<file path="config.mk">
export PLATFORM = sky130hd
export DESIGN_NAME = rtn_chnl_rob
export DESIGN_NICKNAME = d
export VERILOG_FILES = /design/src/rtl/mpc_types.sv /design/src/rtl/mpc_sync_fifo.sv /design/src/rtl/rtn_chnl_rob.sv
export SDC_FILE = /design/constraint.sdc
export NUM_CORES = 2
export LEC_CHECK = 0
export ABC_AREA = 1
export CAP_MARGIN = 20
export CORE_MARGIN = 4
export CORE_UTILIZATION = 40
export DETAILED_ROUTE_END_ITERATION = 16
export PLACE_DENSITY = 0.52
export RECOVER_POWER = 25
export SKIP_LAST_GASP = 1
export SYNTH_ARGS = -nofsm -noshare
export SYNTH_HDL_FRONTEND = slang
export SYNTH_SLANG_ARGS = --single-unit
</file>
<file path="constraint.sdc">
create_clock -name clk -period 9 [get_ports clk]
set_input_delay 1.35 -clock clk [delete_from_list [all_inputs] [get_ports clk]]
set_output_delay 1.35 -clock clk [all_outputs]
set_load 0.02 [all_outputs]
</file>
<file path="src/rtl/mpc_types.sv">
// Shared types for the return path: response payload layout and default sizing.
package mpc_types;

    localparam int RTN_DATA_W    = 128;
    localparam int RTN_BANK_NUM  = 4;
    localparam int RTN_BANK_ID_W = 2;

    typedef struct packed {
        logic [RTN_DATA_W-1:0]    data;
        logic [RTN_BANK_ID_W-1:0] bank_id;
    } rtn_rsp_t;

endpackage

</file>
<file path="src/rtl/mpc_sync_fifo.sv">
// Single-clock FIFO with extra-MSB pointers and registered full/empty flags.
module mpc_sync_fifo #(
    parameter int W     = 8,
    parameter int DEPTH = 4,
    localparam int AW   = $clog2(DEPTH)
) (
    input  logic         clk,
    input  logic         rst,
    input  logic         push,
    input  logic         pop,
    input  logic [W-1:0] wdata,
    output logic [W-1:0] rdata,
    output logic         full,
    output logic         empty
);

    logic [W-1:0] mem [DEPTH];
    logic [AW:0]  wptr, rptr, wptr_n, rptr_n;
    logic         do_push, do_pop;

    // Push is refused while full even if a pop happens in the same cycle.
    assign do_push = push & ~full;
    assign do_pop  = pop & ~empty;

    always_comb begin
        wptr_n = wptr + (AW+1)'(do_push);
        rptr_n = rptr + (AW+1)'(do_pop);
    end

    always_ff @(posedge clk or posedge rst) begin
        if (rst) begin
            wptr  <= '0;
            rptr  <= '0;
            full  <= 1'b0;
            empty <= 1'b1;
        end else begin
            wptr  <= wptr_n;
            rptr  <= rptr_n;
            full  <= (wptr_n[AW] != rptr_n[AW]) && (wptr_n[AW-1:0] == rptr_n[AW-1:0]);
            empty <= (wptr_n == rptr_n);
        end
    end

    always_ff @(posedge clk) begin
        if (do_push) mem[wptr[AW-1:0]] <= wdata;
    end

    assign rdata = mem[rptr[AW-1:0]];

endmodule

</file>
<file path="src/rtl/rtn_chnl_rob.sv">
// Per-channel return reorder buffer: buffers responses per bank and releases
// them in the order the channel issued its requests.
module rtn_chnl_rob
    import mpc_types::*;
#(
    parameter int DATA_W          = RTN_DATA_W,
    parameter int BANK_NUM        = RTN_BANK_NUM,
    parameter int BANK_ID_W       = RTN_BANK_ID_W,
    parameter int ORD_DEPTH       = 16,
    parameter int BANK_FIFO_DEPTH = 4,
    localparam int CNT_W          = $clog2(ORD_DEPTH) + 1
) (
    input  logic                 clk,
    input  logic                 rst,
    input  logic                 ord_valid,
    output logic                 ord_ready,
    input  logic [BANK_ID_W-1:0] ord_bank_id,
    input  logic                 u_rsp_valid,
    output logic                 u_rsp_ready,
    input  logic [DATA_W-1:0]    u_rsp_data,
    input  logic [BANK_ID_W-1:0] u_rsp_bank_id,
    output logic                 d_rsp_valid,
    input  logic                 d_rsp_ready,
    output logic [DATA_W-1:0]    d_rsp_data,
    output logic [BANK_ID_W-1:0] d_rsp_bank_id,
    output logic [CNT_W-1:0]     ord_cnt,
    output logic                 err_unexp
);

    localparam int ENT_W = DATA_W + BANK_ID_W;

    logic                 oq_full, oq_empty, ord_push, ord_pop;
    logic [BANK_ID_W-1:0] head_bank;
    logic [BANK_NUM-1:0]  b_full, b_empty, b_push, b_pop;
    logic [ENT_W-1:0]     b_rdata [BANK_NUM];
    logic [CNT_W-1:0]     pend_cnt [BANK_NUM];
    logic [ENT_W-1:0]     head_ent;
    logic                 rsp_acc, rsp_keep, same_bank;

    assign ord_ready   = ~oq_full;
    assign ord_push    = ord_valid & ord_ready;
    assign u_rsp_ready = ~b_full[u_rsp_bank_id];
    assign rsp_acc     = u_rsp_valid & u_rsp_ready;
    // A response may be matched by an order pushed in the very same cycle.
    assign same_bank   = ord_push && (ord_bank_id == u_rsp_bank_id);
    assign rsp_keep    = rsp_acc && ((pend_cnt[u_rsp_bank_id] != '0) || same_bank);

    assign d_rsp_valid   = ~oq_empty & ~b_empty[head_bank];
    assign ord_pop       = d_rsp_valid & d_rsp_ready;
    assign head_ent      = b_rdata[head_bank];
    assign d_rsp_data    = head_ent[ENT_W-1:BANK_ID_W];
    assign d_rsp_bank_id = head_ent[BANK_ID_W-1:0];

    mpc_sync_fifo #(.W(BANK_ID_W), .DEPTH(ORD_DEPTH)) u_ord_q (
        .clk   (clk),
        .rst   (rst),
        .push  (ord_push),
        .pop   (ord_pop),
        .wdata (ord_bank_id),
        .rdata (head_bank),
        .full  (oq_full),
        .empty (oq_empty)
    );

    for (genvar b = 0; b < BANK_NUM; b++) begin : g_bank
        assign b_push[b] = rsp_keep && (u_rsp_bank_id == BANK_ID_W'(b));
        assign b_pop[b]  = ord_pop && (head_bank == BANK_ID_W'(b));

        mpc_sync_fifo #(.W(ENT_W), .DEPTH(BANK_FIFO_DEPTH)) u_bank_fifo (
            .clk   (clk),
            .rst   (rst),
            .push  (b_push[b]),
            .pop   (b_pop[b]),
            .wdata ({u_rsp_data, u_rsp_bank_id}),
            .rdata (b_rdata[b]),
            .full  (b_full[b]),
            .empty (b_empty[b])
        );
    end

    // pend_cnt tracks issued orders whose response has not yet arrived.
    always_ff @(posedge clk or posedge rst) begin
        if (rst) begin
            for (int b = 0; b < BANK_NUM; b++) pend_cnt[b] <= '0;
            ord_cnt   <= '0;
            err_unexp <= 1'b0;
        end else begin
            for (int b = 0; b < BANK_NUM; b++)
                pend_cnt[b] <= pend_cnt[b]
                             + CNT_W'(ord_push && (ord_bank_id == BANK_ID_W'(b)))
                             - CNT_W'(b_push[b]);
            ord_cnt   <= ord_cnt + CNT_W'(ord_push) - CNT_W'(ord_pop);
            err_unexp <= rsp_acc & ~rsp_keep;
        end
    end

endmodule

</file>
Yosys cells after proc, flatten, opt, wreduce, memory -nomap -nowiden. Memory sizes are Yosys's and may differ from the RTL's. Index checks and enable logic that the tools add are counted.

Latch bits: 0. Bits in read-only memories: 0. Word-level logic and storage cells: 154. Bits in writable memories: 2112. Bits in registers: 70. Bits of input ports: 137. Memories: 5.

Eq/ne operators: 25. Order comparisons: 4. Shift operators: 0. Multipliers: 0. Reductions and logical operators: 24. Divide/modulo/power cells: 0. Bitwise operators: 30. Multiplexer cells: 20. Add/sub/neg operators: 20.

Memory list: g_bank[0].u_bank_fifo.mem (words 4, width 130, rd ports 1, clocked after Yosys merged registers in 0, write ports 1, RTL line mpc_sync_fifo.sv:17) `logic [W-1:0] mem [DEPTH];`; g_bank[1].u_bank_fifo.mem (words 4, width 130, rd ports 1, clocked after Yosys merged registers in 0, write ports 1, RTL line mpc_sync_fifo.sv:17); g_bank[2].u_bank_fifo.mem (words 4, width 130, rd ports 1, clocked after Yosys merged registers in 0, write ports 1, RTL line mpc_sync_fifo.sv:17); g_bank[3].u_bank_fifo.mem (words 4, width 130, rd ports 1, clocked after Yosys merged registers in 0, write ports 1, RTL line mpc_sync_fifo.sv:17); u_ord_q.mem (words 16, width 2, rd ports 1, clocked after Yosys merged registers in 0, write ports 1, RTL line mpc_sync_fifo.sv:17).

Operators with widths (count): binary-select mux 130 bit (select 2 bit) (1); two-way mux 130 bit (2); adder 5 x 1 -> 5 bit (7); subtractor 5 x 1 -> 5 bit (5); adder 3 x 1 -> 3 bit (8); logical AND 1 bit (19); bitwise AND 1 bit (15); NOT 1 bit (13); == test 2 bit, second input constant (6); == test 3 bit (4); two-way mux 1 bit (12); binary-select mux 5 bit (select 2 bit) (1); == test 2 bit (5); two-way mux 5 bit (2); == test 2 x 1 -> 1 bit, second input constant (3); greater-or-equal comparator 3 bit, second input constant (2); logical NOT 2 bit (3); < comparator 2 x 3 -> 1 bit, second input constant (2); NOT 2 -> 3 bit (2); == test 5 bit (1); inequality test 1 bit (5); nonzero test 5 bit (1); binary-select mux 1 bit (select 2 bit) (2); == test 4 bit (1); logical OR 1 bit (1).

Depth between registers and ports, before layout.
Depth in word-level cells: 12. Gate-level depth with buffers: 21. Mapped depth without buffers: 20.

Hierarchy. From an unflattened synthesis, not the netlist that was laid out.

Cell total of the unflattened synthesis: 7314. Area, all modules: 91455.2 sq um.

By module, submodules not included: mpc_sync_fifo (g_bank[0].u_bank_fifo ...) (cells each 1568, area each 20948.8 sq um, instances 4); rtn_chnl_rob (cells each 814, area each 5580.4 sq um, instances 1); mpc_sync_fifo (u_ord_q) (cells each 228, area each 2079.5 sq um, instances 1).

Worst setup path after synthesis. No wires, ideal clock.

Kind: input-to-reg. Start: in u_rsp_bank_id[0]. End: mem g_bank[0].u_bank_fifo.mem[0][0] (netlist bit) (enable). Arrival time: 7.891 ns. Setup slack: 0.488 ns. Stages on the path: 9. Cells stage by stage: inv_1 -> nor2_1 -> a22oi_1 -> nand2_1 -> a21oi_1 -> nand2_1 -> inv_1 -> nand3_1 -> nor2_1.

RTL lines: start: declaration (RTL line rtn_chnl_rob.sv:21) `input logic [BANK_ID_W-1:0] u_rsp_bank_id,`; binary-select mux 1 bit (select 2 bit) (RTL line rtn_chnl_rob.sv:42) `assign u_rsp_ready = ~b_full[u_rsp_bank_id];`; two-way mux 1 bit (not written as such) (RTL line rtn_chnl_rob.sv:42); NOT 1 bit (RTL line rtn_chnl_rob.sv:42); via u_rsp_ready (RTL line rtn_chnl_rob.sv:19) `output logic u_rsp_ready,`; bitwise AND 1 bit (RTL line rtn_chnl_rob.sv:43) `assign rsp_acc = u_rsp_valid & u_rsp_ready;`; logical AND 1 bit (RTL line rtn_chnl_rob.sv:46) `assign rsp_keep = rsp_acc && ((pend_cnt[u_rsp_bank_id] != '0) || same_bank);`; logical AND 1 bit (RTL line rtn_chnl_rob.sv:66) `assign b_push[b] = rsp_keep && (u_rsp_bank_id == BANK_ID_W'(b));`; bitwise AND 1 bit (RTL line mpc_sync_fifo.sv:22) `assign do_push = push & ~full;`; two-way mux 1 bit (RTL line mpc_sync_fifo.sv:45) `if (do_push) mem[wptr[AW-1:0]] <= wdata;`; two-way mux 1 bit (not written as such) (RTL line mpc_sync_fifo.sv:45); end: declaration (RTL line mpc_sync_fifo.sv:17).

The timed path passes the listed nets, and every way through them passes these cells. The select of a mux whose other input is x is not followed.

Worst setup path after layout.
Start: reg g_bank[2].u_bank_fifo.rptr[0]. End: out d_rsp_data[78].

Longest elaborated chain between the ends: 4.

RTL lines: start: declaration (RTL line mpc_sync_fifo.sv:18) `logic [AW:0] wptr, rptr, wptr_n, rptr_n;`; start signal: assignment (RTL line mpc_sync_fifo.sv:38) `rptr <= rptr_n;`; memory read (4 x 130 bit); binary-select mux 130 bit (select 2 bit) (RTL line rtn_chnl_rob.sv:50) `assign head_ent = b_rdata[head_bank];`; two-way mux 130 bit (not written as such) (2 in a row) (RTL line rtn_chnl_rob.sv:50); end: declaration (RTL line rtn_chnl_rob.sv:24) `output logic [DATA_W-1:0] d_rsp_data,`.

Every way passes these cells. The select of a mux whose other input is x is not followed.

==> metrics.txt <==
fin crit period 6.49 ns; num ports 276; Synth Instances 6385; reg2reg end g_bank[2].u_bank_fifo.full; DIE AREA 0.222 mm2; Worst EP required 7.65 ns; RSZ-0062 raised after global routing no; Startpoint Class register; hold path endpoint g_bank[3].u_bank_fifo.wptr[2]; core area 0.213 mm2; first-pass GRT wire length 349000 um; final hold viol count 0; largest net degree at the start of global routing 153; Worst Hold Class register to register; Most used DFF post-synth edfxtp_1; Filler cells 18900; Comb power frac 42.7%; syn_nets 6572; Synth cell types 32; Root Buffer clkbuf_16; postcts setup bufs 0; Seq/Total Area, Yosys 75.9%; Max Root-Sink Buffers 3; crit-path max FO 76; cts bufs inserted 225; Worst Hold Path Cells 1; Max Cap Viol 0; PortBufs 275; Fin Setup TNS 0 ns; H-tree levels 4; Max Clock Skew 0.0467 ns; hold path startpoint g_bank[3].u_bank_fifo.wptr[2]; die width 471 um; aggregate global-route resource usage 20.9%; DRT Pass-1 Iters 5; initial antenna violation count 22; Worst EP arrival 5.14 ns; Final Max Slew Viols 0; non-filler cells, final 9580; Clk pwr share 24.2%; CP endpoint kind output port; gpl congestion 0.767; number of routed nets with antenna violations 0; reg2reg path depth 16; die height 471 um; Clock Latency Late Sink 0.87 ns; Vias/cell 5.48; worst reg2reg path startpoint u_ord_q.rptr[0]; Inst Count DP 9152; FF-to-FF setup slack 4.72 ns; clk slew on worst S/H paths 0.06 ns; Slew @ Worst Pin 1.16 ns; drc violations 0; EDFF count, synth 2112; nets 6745; post-synthesis cell area 0.0858 mm2; FP Rows 169; total congestion overflow 0; outcome finished, final reports clean; vias in the first global route 51500; Switching Fraction 40.8%; Avg Cell Area, Syn 13.4 um2; critical path class register to output port; Core Util, Final 46.3%; DR iter-0 viols 4923; Post-CTS Hold Buffers 0; sequential power share 33.1%; final wirelength 237000 um; max frequency 0.154 GHz; synthesized flop and latch total 2182; Final setup viols 0; PD cells 376 mW/mm2; Max VDD drop 0.421 mV; slew margin rel. 22.6%; Final Cycle Share 72.1%; Initial Util 40.3%; PostCTS Resize Cnt 0; DR vias 52500; Yosys warning total 0; Detail Placement HPWL 121000 um; ys async rst share 3.21%; LEAKAGE 33.1 nW; NetSw 15.1 mW; Sink Count 2182; Internal 21.9 mW; synth-to-layout area growth 14.7%; WL/cell 24.7 um; share of layout cells above drive strength 1 5.93%; CTS tree yes
## metal layers
layer | track usage [%] | part of all wire, % | up-vias
met5 | 0 | 0.0089 | -
met4 | 4.69 | 1.9 | 4
met3 | 2.98 | 5.7 | 286
met2 | 34.2 | 47 | 1487
met1 | 29.7 | 45 | 27000
li1 | - | - | 23800
## cells by family after synthesis
kind of cell    count (synthesis)  synth area share (%)
compound gates               1334                  10.3
buf+inv                       498                  2.46
xor+xnor                       51                 0.520
flops                        2182                  75.9
fa+ha+maj                      50                 0.773
simple gates                 2270                  10.0
## state kept, by name (all words and copies together) (netlist names)
name / flops
g_bank.u_bank_fifo.mem: 2080
g_bank.u_bank_fifo.rptr: 12
g_bank.u_bank_fifo.empty: 4
g_bank.u_bank_fifo.wptr: 12
u_ord_q.empty: 1
u_ord_q.mem: 32
pend_cnt: 20
u_ord_q.wptr: 5
g_bank.u_bank_fifo.full: 4
err_unexp: 1
ord_cnt: 5
u_ord_q.full: 1
u_ord_q.rptr: 5
## cell type report
type / instances / area, um2 / share of cell area, %
tap: 2821 / 3530 / 3.58
antenna: 11 / 27.5 / 0.0280
timing repair buffer: 347 / 3490 / 3.54
multi-input combinational: 3705 / 18700 / 19.0
clock inverter: 120 / 1180 / 1.20
inverter: 97 / 434 / 0.441
clock buffer: 297 / 5920 / 6.01
sequential: 2182 / 65200 / 66.2
## critical path, cell delays in order (launching register included)
cell	delay (ns)
dfrtp_4	0.97
buf_4	0.75
buf_4	0.91
nand2_1	0.13
a32o_1	0.30
nor2_1	0.10
a21oi_1	0.07
nand2_1	0.27
clkdlybuf4s50_1	0.67
## power by group through the flow
stage               Sequential [mW]  Combinational, mW  Clock, mW
finish                         12.3               15.8       8.96
global route                   12.3               17.1       9.60
CTS                            12.3               16.1       9.16
detailed placement             12.5               16.0          0
global placement               12.5               15.9          0
floorplan                      12.2               9.38          0
## layout by cell type, fill, tap and decap left out, types with 84 or more instances in the layout
cell type	n
edfxtp_1	2112
nand2_1	1381
nor2_1	829
a21oi_1	533
a32o_1	390
o21ai_0	270
clkbuf_16	225
clkdlybuf4s50_1	192
o22ai_1	132
inv_1	84
## synth_stat cells, types with 26 or more instances
cell type | number | area (um2)
edfxtp_1 | 2112 | 63400
nand2_1 | 1381 | 5180
nor2_1 | 845 | 3170
a21oi_1 | 533 | 2670
a32o_1 | 390 | 3900
clkbuf_1 | 314 | 1180
o21ai_0 | 270 | 1350
o22ai_1 | 132 | 826
inv_1 | 86 | 323
dfrtp_1 | 65 | 1630
ha_1 | 45 | 563
nand3_1 | 34 | 170
buf_2 | 29 | 145
xor2_1 | 29 | 254
buf_1 | 26 | 97.6
## worst max path at each step
stage	from	to	slack [ns]	cells past startpoint
detailed placement	u_rsp_bank_id[1]	g_bank[2].u_bank_fifo.mem[1][76]	3.38	11
global placement	u_rsp_bank_id[1]	g_bank[2].u_bank_fifo.mem[1][84]	3.37	11
floorplan	u_rsp_bank_id[0]	g_bank[0].u_bank_fifo.mem[0][0]	0.49	9
global route	u_ord_q.rptr[0]	d_rsp_data[5]	2.22	13
finish	g_bank[2].u_bank_fifo.rptr[0]	d_rsp_data[78]	2.51	8
CTS	u_ord_q.rptr[0]	d_rsp_data[5]	2.46	13
## stage by stage
stage               hold slack [ns]  worst slack, ns  total power [mW]  area (um2)
finish                        0.468             2.51              37.0       98500
floorplan                     0.445            0.488              21.6       85800
global route                  0.478             2.22              39.0       98400
global placement              0.457             3.37              28.4       91300
CTS                           0.473             2.46              37.5       98400
detailed placement            0.464             3.38              28.5       91300
Note: power is estimated with default switching activity, not from simulation.
